### config.mk
export PLATFORM = sky130hd
export DESIGN_NAME = dmem_port_arbiter_flat
export DESIGN_NICKNAME = d
export VERILOG_FILES = /design/src/rtl/dmem_arb_pkg.sv /design/src/rtl/dmem_port_arbiter_if.sv /design/src/rtl/dmem_arb_tag_fifo.sv /design/src/rtl/dmem_port_arbiter.sv /design/src/flat_wrapper.sv
export SDC_FILE = /design/constraint.sdc
export NUM_CORES = 1
export LEC_CHECK = 0
export CAP_MARGIN = 5
export CORE_AREA = 2 2 102 104
export DETAILED_ROUTE_END_ITERATION = 8
export DIE_AREA = 0 0 104 106
export PLACE_DENSITY_LB_ADDON = 0.2
export SLEW_MARGIN = 30
export SYNTH_ARGS = -nofsm -noshare
export SYNTH_HDL_FRONTEND = slang
export SYNTH_SLANG_ARGS = --single-unit
### constraint.sdc
create_clock -name clk -period 7.15 [get_ports clk]
set_input_delay 1.0725 -clock clk [delete_from_list [all_inputs] [get_ports clk]]
set_output_delay 1.0725 -clock clk [all_outputs]
set_load 0.005 [all_outputs]
### src/rtl/dmem_arb_pkg.sv
// Shared types for the data-port arbiter: requester ids, FSM states, tag width.
package dmem_arb_pkg;

    localparam int unsigned TAG_W = 1;

    typedef enum logic [TAG_W-1:0] {
        OWN_R0 = 1'b0,
        OWN_R1 = 1'b1
    } owner_e;

    typedef enum logic {
        ST_IDLE = 1'b0,
        ST_HOLD = 1'b1
    } state_e;

    // The requester that is not o; used to rotate priority after a grant.
    function automatic owner_e other_owner(input owner_e o);
        return (o == OWN_R0) ? OWN_R1 : OWN_R0;
    endfunction

endpackage

### src/rtl/dmem_port_arbiter_if.sv
// Bus bundles for the data-port arbiter: one requester port and the RAM port-1 side.

// Requester command/response bundle. master = requester, slave = arbiter.
interface dmem_req_if #(
    parameter int unsigned AW = 15,
    parameter int unsigned DW = 32
);
    logic              valid;
    logic              ready;
    logic              we;
    logic [AW-1:0]     addr;
    logic [DW-1:0]     data;
    logic [DW/8-1:0]   mask;
    logic              rsp_valid;
    logic [DW-1:0]     rsp_data;

    modport master (
        output valid, we, addr, data, mask,
        input  ready, rsp_valid, rsp_data
    );

    modport slave (
        input  valid, we, addr, data, mask,
        output ready, rsp_valid, rsp_data
    );
endinterface

// RAM data-port bundle. master = arbiter issuing commands, slave = RAM.
interface dmem_ram_if #(
    parameter int unsigned AW = 15,
    parameter int unsigned DW = 32
);
    logic              t_valid;
    logic              t_ready;
    logic              t_we;
    logic [AW-1:0]     t_addr;
    logic [DW-1:0]     t_data;
    logic [DW/8-1:0]   t_mask;
    logic              i_valid;
    logic [DW-1:0]     i_data;
    logic              i_ready;

    modport master (
        output t_valid, t_we, t_addr, t_data, t_mask, i_ready,
        input  t_ready, i_valid, i_data
    );

    modport slave (
        input  t_valid, t_we, t_addr, t_data, t_mask, i_ready,
        output t_ready, i_valid, i_data
    );
endinterface

### src/rtl/dmem_arb_tag_fifo.sv
// In-order FIFO of read owners; head names the requester of the oldest read in flight.
module dmem_arb_tag_fifo
    import dmem_arb_pkg::*;
#(
    parameter  int unsigned DEPTH = 4,
    localparam int unsigned CW    = $clog2(DEPTH + 1)
) (
    input  logic          clk,
    input  logic          rstf,
    input  logic          push,
    input  logic          pop,
    input  owner_e        din,
    output owner_e        dout,
    output logic          full,
    output logic          empty,
    output logic [CW-1:0] count
);

    localparam int unsigned PW = (DEPTH > 1) ? $clog2(DEPTH) : 1;

    owner_e        mem [DEPTH];
    logic [PW-1:0] wr_ptr;
    logic [PW-1:0] rd_ptr;
    logic          do_push;
    logic          do_pop;

    // Wrap explicitly so any depth works, not only powers of two.
    function automatic logic [PW-1:0] ptr_inc(input logic [PW-1:0] p);
        return (p == PW'(DEPTH - 1)) ? '0 : p + PW'(1);
    endfunction

    assign full    = (count == CW'(DEPTH));
    assign empty   = (count == '0);
    assign do_push = push & ~full;
    assign do_pop  = pop & ~empty;
    assign dout    = mem[rd_ptr];

    // Tag storage; contents are don't-care while not counted.
    always_ff @(posedge clk) begin
        if (do_push) begin
            mem[wr_ptr] <= din;
        end
    end

    // Pointers and occupancy; simultaneous push and pop leave count unchanged.
    always_ff @(posedge clk or negedge rstf) begin
        if (!rstf) begin
            wr_ptr <= '0;
            rd_ptr <= '0;
            count  <= '0;
        end else begin
            if (do_push) wr_ptr <= ptr_inc(wr_ptr);
            if (do_pop)  rd_ptr <= ptr_inc(rd_ptr);
            case ({do_push, do_pop})
                2'b10:   count <= count + CW'(1);
                2'b01:   count <= count - CW'(1);
                default: count <= count;
            endcase
        end
    end

endmodule

### src/rtl/dmem_port_arbiter.sv
// Two-requester arbiter for the RAM data port with in-order read-response routing.
// Optional build macro DMEM_ARB_RR_EN: round-robin priority; otherwise r0 has fixed priority.
module dmem_port_arbiter
    import dmem_arb_pkg::*;
#(
    parameter int unsigned AW              = 15,
    parameter int unsigned DW              = 32,
    parameter int unsigned MAX_OUTSTANDING = 4
) (
    input  logic       clk,
    input  logic       rstf,
    dmem_req_if.slave  r0,
    dmem_req_if.slave  r1,
    dmem_ram_if.master ram,
    output logic       err_orphan
);

    localparam int unsigned CW = $clog2(MAX_OUTSTANDING + 1);

    state_e          state, state_n;
    owner_e          owner, owner_n;
`ifdef DMEM_ARB_RR_EN
    owner_e          prio, prio_n;
`endif
    owner_e          sel;
    logic            sel_vld;
    logic            sel_r1;
    logic            sel_we;
    logic [AW-1:0]   sel_addr;
    logic [DW-1:0]   sel_data;
    logic [DW/8-1:0] sel_mask;
    logic            accept;
    logic            r0_elig;
    logic            r1_elig;

    logic            fifo_push;
    logic            fifo_pop;
    owner_e          fifo_head;
    logic            fifo_full;
    logic            fifo_empty;
    logic [CW-1:0]   fifo_count;

    // Reads are held off on the registered occupancy only; writes never need a tag.
    assign r0_elig = r0.valid & (r0.we | ~fifo_full);
    assign r1_elig = r1.valid & (r1.we | ~fifo_full);

    // Grant selection and FSM next state; HOLD pins the grant to the stalled owner.
    always_comb begin
        state_n = state;
        owner_n = owner;
`ifdef DMEM_ARB_RR_EN
        prio_n  = prio;
`endif
        sel     = OWN_R0;
        sel_vld = 1'b0;
        unique case (state)
            ST_IDLE: begin
`ifdef DMEM_ARB_RR_EN
                if (prio == OWN_R0) begin
                    if (r0_elig) begin
                        sel_vld = 1'b1;
                        sel     = OWN_R0;
                    end else if (r1_elig) begin
                        sel_vld = 1'b1;
                        sel     = OWN_R1;
                    end
                end else begin
                    if (r1_elig) begin
                        sel_vld = 1'b1;
                        sel     = OWN_R1;
                    end else if (r0_elig) begin
                        sel_vld = 1'b1;
                        sel     = OWN_R0;
                    end
                end
`else
                if (r0_elig) begin
                    sel_vld = 1'b1;
                    sel     = OWN_R0;
                end else if (r1_elig) begin
                    sel_vld = 1'b1;
                    sel     = OWN_R1;
                end
`endif
                if (sel_vld) begin
                    if (ram.t_ready) begin
`ifdef DMEM_ARB_RR_EN
                        prio_n = other_owner(sel);
`endif
                    end else begin
                        state_n = ST_HOLD;
                        owner_n = sel;
                    end
                end
            end
            ST_HOLD: begin
                sel     = owner;
                sel_vld = (owner == OWN_R1) ? r1.valid : r0.valid;
                if (sel_vld && ram.t_ready) begin
                    state_n = ST_IDLE;
`ifdef DMEM_ARB_RR_EN
                    prio_n  = other_owner(owner);
`endif
                end
            end
            default: state_n = ST_IDLE;
        endcase
    end

    // FSM, owner and priority registers.
    always_ff @(posedge clk or negedge rstf) begin
        if (!rstf) begin
            state <= ST_IDLE;
            owner <= OWN_R0;
`ifdef DMEM_ARB_RR_EN
            prio  <= OWN_R0;
`endif
        end else begin
            state <= state_n;
            owner <= owner_n;
`ifdef DMEM_ARB_RR_EN
            prio  <= prio_n;
`endif
        end
    end

    // Command mux onto the RAM port; ready is a pass-through of t_ready to the granted requester.
    assign sel_r1      = (sel == OWN_R1);
    assign sel_we      = sel_r1 ? r1.we   : r0.we;
    assign sel_addr    = sel_r1 ? r1.addr : r0.addr;
    assign sel_data    = sel_r1 ? r1.data : r0.data;
    assign sel_mask    = sel_r1 ? r1.mask : r0.mask;
    assign accept      = sel_vld & ram.t_ready;

    assign ram.t_valid = sel_vld;
    assign ram.t_we    = sel_we;
    assign ram.t_addr  = sel_addr;
    assign ram.t_data  = sel_data;
    assign ram.t_mask  = sel_mask;
    assign ram.i_ready = 1'b1;
    assign r0.ready    = accept & ~sel_r1;
    assign r1.ready    = accept & sel_r1;

    // Owner tags for accepted reads; each RAM response retires the oldest tag.
    assign fifo_push = accept & ~sel_we;
    assign fifo_pop  = ram.i_valid & ~fifo_empty;

    dmem_arb_tag_fifo #(
        .DEPTH (MAX_OUTSTANDING)
    ) u_tag_fifo (
        .clk   (clk),
        .rstf  (rstf),
        .push  (fifo_push),
        .pop   (fifo_pop),
        .din   (sel),
        .dout  (fifo_head),
        .full  (fifo_full),
        .empty (fifo_empty),
        .count (fifo_count)
    );

    // Response routing to the requester named by the FIFO head.
    assign r0.rsp_valid = fifo_pop & (fifo_head == OWN_R0);
    assign r1.rsp_valid = fifo_pop & (fifo_head == OWN_R1);
    assign r0.rsp_data  = ram.i_data;
    assign r1.rsp_data  = ram.i_data;

    // Sticky flag for a response that arrives with nothing outstanding.
    always_ff @(posedge clk or negedge rstf) begin
        if (!rstf) begin
            err_orphan <= 1'b0;
        end else if (ram.i_valid && fifo_empty) begin
            err_orphan <= 1'b1;
        end
    end

    a_count_bound: assert property (@(posedge clk) disable iff (!rstf)
        fifo_count <= CW'(MAX_OUTSTANDING));

endmodule

### src/flat_wrapper.sv
// flat-port wrapper written by rule: the top's interface ports become plain ports
module dmem_port_arbiter_flat import dmem_arb_pkg::*;
#(
    parameter int unsigned AW              = 15,
    parameter int unsigned DW              = 32,
    parameter int unsigned MAX_OUTSTANDING = 4
)
  (clk, rstf, err_orphan, r0_valid, r0_we, r0_addr, r0_data, r0_mask, r0_ready, r0_rsp_valid, r0_rsp_data, r1_valid, r1_we, r1_addr, r1_data, r1_mask, r1_ready, r1_rsp_valid, r1_rsp_data, ram_t_valid, ram_t_we, ram_t_addr, ram_t_data, ram_t_mask, ram_i_ready, ram_t_ready, ram_i_valid, ram_i_data);
  dmem_req_if #(.AW(AW), .DW(DW)) r0_i ();
  dmem_req_if #(.AW(AW), .DW(DW)) r1_i ();
  dmem_ram_if #(.AW(AW), .DW(DW)) ram_i ();
  input  logic clk;
  input  logic rstf;
  output logic err_orphan;
  input wire logic [$bits(r0_i.valid)-1:0] r0_valid;
  input wire logic [$bits(r0_i.we)-1:0] r0_we;
  input wire logic [$bits(r0_i.addr)-1:0] r0_addr;
  input wire logic [$bits(r0_i.data)-1:0] r0_data;
  input wire logic [$bits(r0_i.mask)-1:0] r0_mask;
  output wire logic [$bits(r0_i.ready)-1:0] r0_ready;
  output wire logic [$bits(r0_i.rsp_valid)-1:0] r0_rsp_valid;
  output wire logic [$bits(r0_i.rsp_data)-1:0] r0_rsp_data;
  input wire logic [$bits(r1_i.valid)-1:0] r1_valid;
  input wire logic [$bits(r1_i.we)-1:0] r1_we;
  input wire logic [$bits(r1_i.addr)-1:0] r1_addr;
  input wire logic [$bits(r1_i.data)-1:0] r1_data;
  input wire logic [$bits(r1_i.mask)-1:0] r1_mask;
  output wire logic [$bits(r1_i.ready)-1:0] r1_ready;
  output wire logic [$bits(r1_i.rsp_valid)-1:0] r1_rsp_valid;
  output wire logic [$bits(r1_i.rsp_data)-1:0] r1_rsp_data;
  output wire logic [$bits(ram_i.t_valid)-1:0] ram_t_valid;
  output wire logic [$bits(ram_i.t_we)-1:0] ram_t_we;
  output wire logic [$bits(ram_i.t_addr)-1:0] ram_t_addr;
  output wire logic [$bits(ram_i.t_data)-1:0] ram_t_data;
  output wire logic [$bits(ram_i.t_mask)-1:0] ram_t_mask;
  output wire logic [$bits(ram_i.i_ready)-1:0] ram_i_ready;
  input wire logic [$bits(ram_i.t_ready)-1:0] ram_t_ready;
  input wire logic [$bits(ram_i.i_valid)-1:0] ram_i_valid;
  input wire logic [$bits(ram_i.i_data)-1:0] ram_i_data;
  assign r0_i.valid = r0_valid;
  assign r0_i.we = r0_we;
  assign r0_i.addr = r0_addr;
  assign r0_i.data = r0_data;
  assign r0_i.mask = r0_mask;
  assign r0_ready = r0_i.ready;
  assign r0_rsp_valid = r0_i.rsp_valid;
  assign r0_rsp_data = r0_i.rsp_data;
  assign r1_i.valid = r1_valid;
  assign r1_i.we = r1_we;
  assign r1_i.addr = r1_addr;
  assign r1_i.data = r1_data;
  assign r1_i.mask = r1_mask;
  assign r1_ready = r1_i.ready;
  assign r1_rsp_valid = r1_i.rsp_valid;
  assign r1_rsp_data = r1_i.rsp_data;
  assign ram_t_valid = ram_i.t_valid;
  assign ram_t_we = ram_i.t_we;
  assign ram_t_addr = ram_i.t_addr;
  assign ram_t_data = ram_i.t_data;
  assign ram_t_mask = ram_i.t_mask;
  assign ram_i_ready = ram_i.i_ready;
  assign ram_i.t_ready = ram_t_ready;
  assign ram_i.i_valid = ram_i_valid;
  assign ram_i.i_data = ram_i_data;
  dmem_port_arbiter #(.AW(AW), .DW(DW), .MAX_OUTSTANDING(MAX_OUTSTANDING)) u_core (.clk(clk), .rstf(rstf), .r0(r0_i), .r1(r1_i), .ram(ram_i), .err_orphan(err_orphan));
endmodule
==> flow_metrics.env <==
export IMPL_status="finished clean"
export IMPL_grt_setup_unrepaired="no"
export IMPL_worst_pin_slew_ns=0.793
export IMPL_netlist_top_cell_by_area="sky130_fd_sc_hd__mux2_2"
export IMPL_die_h_um=106
export IMPL_slew_violations=0
export IMPL_synth_top_cells_by_area="sky130_fd_sc_hd__mux2_2, sky130_fd_sc_hd__buf_4, sky130_fd_sc_hd__dfrtp_1, sky130_fd_sc_hd__edfxtp_1, sky130_fd_sc_hd__ha_1"
export IMPL_design_core_area_sq_um=10000
export IMPL_syn_inst=197
export IMPL_port_buffer_count=167
export IMPL_grt_start_max_net_pins=54
export IMPL_place_detailed_hpwl_um=5810
export IMPL_vdd_ir_drop_max_mv=0.115
export IMPL_floorplan_die_area_sq_um=11000
export IMPL_finalCritPeriodShare_pct=63.3
export IMPL_grt_util_all_layers_pct=11.3
export IMPL_netlist_area_pre_place_sq_um=1950
export IMPL_fin_crit_ns=4.53
export IMPL_route_vias_total=1670
export IMPL_tritoncts="yes"
export IMPL_initial_cell_density_of_the_core_pct=19.5
export IMPL_critical_path_startpoint_type="input port"
export IMPL_leakagePower_nw=1.28
export IMPL_nets=447
export IMPL_wire_length_of_the_first_global_routing_pass_um=9650
export IMPL_drive_above_1_share_pct=23.6
export IMPL_ctsHoldBuffers=0
export IMPL_avgViaCountPerCell=3.85
export IMPL_synth_ff_latch_count=14
export IMPL_first_global_vias=1759
export IMPL_fillerInstances=1073
export IMPL_max_clock_path_buffers=2
export IMPL_syn_nets=346
export IMPL_maxCapViolCount=0
export IMPL_setup_tns_ns=0
export IMPL_worstSkewPairLatency_ns=0.25
export IMPL_crit_type="input port to primary output"
export IMPL_timing_max_slew_rel_slack_pct=46.3
export IMPL_postCtsResizedCells=0
export IMPL_arrival_ns=3.45
export IMPL_report_final_setup_viol=0
export IMPL_drt_pre_antenna_iters=3
export IMPL_die_x_um=104
export IMPL_routed_wirelength_um=6700
export IMPL_routabilityCongestion=0.663
export IMPL_cts_sinks=14
export IMPL_synthDistinctLibCells=33
export IMPL_skew_ns=0.00454
export IMPL_timing_fmax_mhz=221
export IMPL_ant_nets=0
export IMPL_cts_setup_buffers=0
export IMPL_p_total_w=0.000820
export IMPL_clk_pin_slew_ns=0.06
export IMPL_clock_buffers_created_by_tritoncts=3
export IMPL_endpoint_kind="primary output"
export IMPL_std_cell_rows=37
export IMPL_cp_data_required_time_ns=6.08
export IMPL_hold_path_class="register to register"
export IMPL_drt_iter0_markers=35
export IMPL_power_density_cell_area_nw_per_um2=247
export IMPL_htree_num_levels=1
export IMPL_grt_antenna_before_repair=1
export IMPL_drcViolationCount=0
export IMPL_io_pin_count=265
export IMPL_globalRouteOverflowTotal=0
export IMPL_yosysSeqAreaShare_pct=19.0
export IMPL_layout_area_overhead_vs_synth_pct=70.3
export IMPL_hold_viol=0
export IMPL_highest_fanout_seen_on_the_critical_path=53
export IMPL_synth_area_per_cell_sq_um=9.92
export IMPL_ys_warnings_count=0
export IMPL_routedWlPerCell_um=15.4
export IMPL_synth_largest_type_area_fraction_pct=31.1
export IMPL_clock_tree_root_cell="sky130_fd_sc_hd__clkbuf_8"
[layout make-up]
class                      instances  area (sq um)  area share, %
antenna                            1          2.50         0.0752
clock inverter                     1          3.75          0.113
sequential                        14           370           11.1
multi-input combinational        101          1020           30.8
tap                              136           170           5.11
inverter                          10          37.5           1.13
clock buffer                       3          41.3           1.24
timing repair buffer             168          1680           50.5
[cell usage in the layout (no fill, tap or decap), types with 2 or more instances in the layout]
| cell | count |
|---|---|
| sky130_fd_sc_hd__a21o_1 | 2 |
| sky130_fd_sc_hd__a21oi_1 | 2 |
| sky130_fd_sc_hd__and2_2 | 4 |
| sky130_fd_sc_hd__clkbuf_8 | 3 |
| sky130_fd_sc_hd__clkdlybuf4s50_1 | 167 |
| sky130_fd_sc_hd__dfrtp_1 | 10 |
| sky130_fd_sc_hd__edfxtp_1 | 4 |
| sky130_fd_sc_hd__ha_1 | 6 |
| sky130_fd_sc_hd__inv_1 | 9 |
| sky130_fd_sc_hd__mux2_2 | 54 |
| sky130_fd_sc_hd__mux2i_1 | 2 |
| sky130_fd_sc_hd__nand2_1 | 2 |
| sky130_fd_sc_hd__nor2_1 | 8 |
| sky130_fd_sc_hd__nor3_1 | 2 |
| sky130_fd_sc_hd__xor2_1 | 2 |
[state kept, by name, summed over array words and instances (netlist names)]
| signal | flops |
|---|---|
| u_core.u_tag_fifo.mem | 4 |
| u_core.u_tag_fifo.rd_ptr | 2 |
| u_core.state | 1 |
| u_core.owner | 1 |
| u_core.u_tag_fifo.count | 3 |
| u_core.u_tag_fifo.wr_ptr | 2 |
| u_core.err_orphan | 1 |
[per-layer routing]
| layer | wire length (um) | track usage [%] | vias to the layer above |
|---|---|---|---|
| met1 | 2490 | 12.4 | 741 |
| met2 | 3270 | 19.2 | 117 |
| met5 | 0 | 0 | - |
| met3 | 884 | 6.07 | 6 |
| met4 | 52 | 2.80 | 0 |
| li1 | - | - | 806 |
[cell usage after synthesis (all sizes together)]
library cell and number:
buf 71, mux2 54, dfrtp 10, inv 10, nor2 8, ha 6, and2 4, edfxtp 4
a21o 3, a21oi 2, mux2i 2, nand2 2, nor3 2, o21a 2, o31a 2, xor2 2
a2111oi 1, clkbuf 1, conb 1, fa 1, mux4 1, nand2b 1, nor2b 1, o21ai 1
o22a 1, o311a 1, o311ai 1, or3b 1, xnor2 1
[worst paths after layout]
path	start	to	slack [ns]	depth (start not counted)
worst max-delay path	r1_we	ram_t_data[13]	2.62	6
worst min-delay path	u_core.err_orphan	u_core.err_orphan	0.45	1
worst max register to register	u_core.u_tag_fifo.count[0]	u_core.u_tag_fifo.count[2]	3.66	13
worst min register to register	u_core.err_orphan	u_core.err_orphan	0.45	1
max in group asynchronous	rstf	u_core.u_tag_fifo.wr_ptr[0]	5.63	1
min in group asynchronous	rstf	u_core.u_tag_fifo.count[0]	1.17	1
[worst max-delay path: stages]
cell,delay (ns)
sky130_fd_sc_hd__clkdlybuf4s50_1,0.50
sky130_fd_sc_hd__o21ai_1,0.26
sky130_fd_sc_hd__o31a_2,0.16
sky130_fd_sc_hd__buf_4,0.51
sky130_fd_sc_hd__mux2_2,0.40
sky130_fd_sc_hd__clkdlybuf4s50_1,0.50
[power by group]
group / leakage, nW / switching [W] / internal [W]
combinational: 1.11 / 0.000213 / 0.000390
sequential: 0.152 / 0.0000295 / 0.000118
clock: 0.0231 / 0.0000317 / 0.0000381
[cells by family after synthesis]
kind of cell             share of synthesized area [%]
AND/OR/NAND/NOR                                   5.19
other                                            0.192
buffers and inverters                             28.7
adder cells (fa/ha/maj)                           4.87
flip-flops                                        19.0
multiplexers                                      33.3
XOR/XNOR                                          1.34
AO/OA/AOI/OAI                                     7.43
[through the flow]
step	instance area [sq um]	hold WS, ns	util [%]	worst slack [ns]	instances
6_report	3330	0.451	33.3	2.62	434
5_1_grt	3330	0.482	33.3	2.49	433
4_1_cts	3330	0.459	33.3	2.59	433
3_5_place_dp	3280	0.444	32.8	2.61	429
3_3_place_gp	3280	0.441	32.8	2.60	429
2_1_floorplan	1950	0.451	-	3.85	197
(Power assumes the default switching activity.)
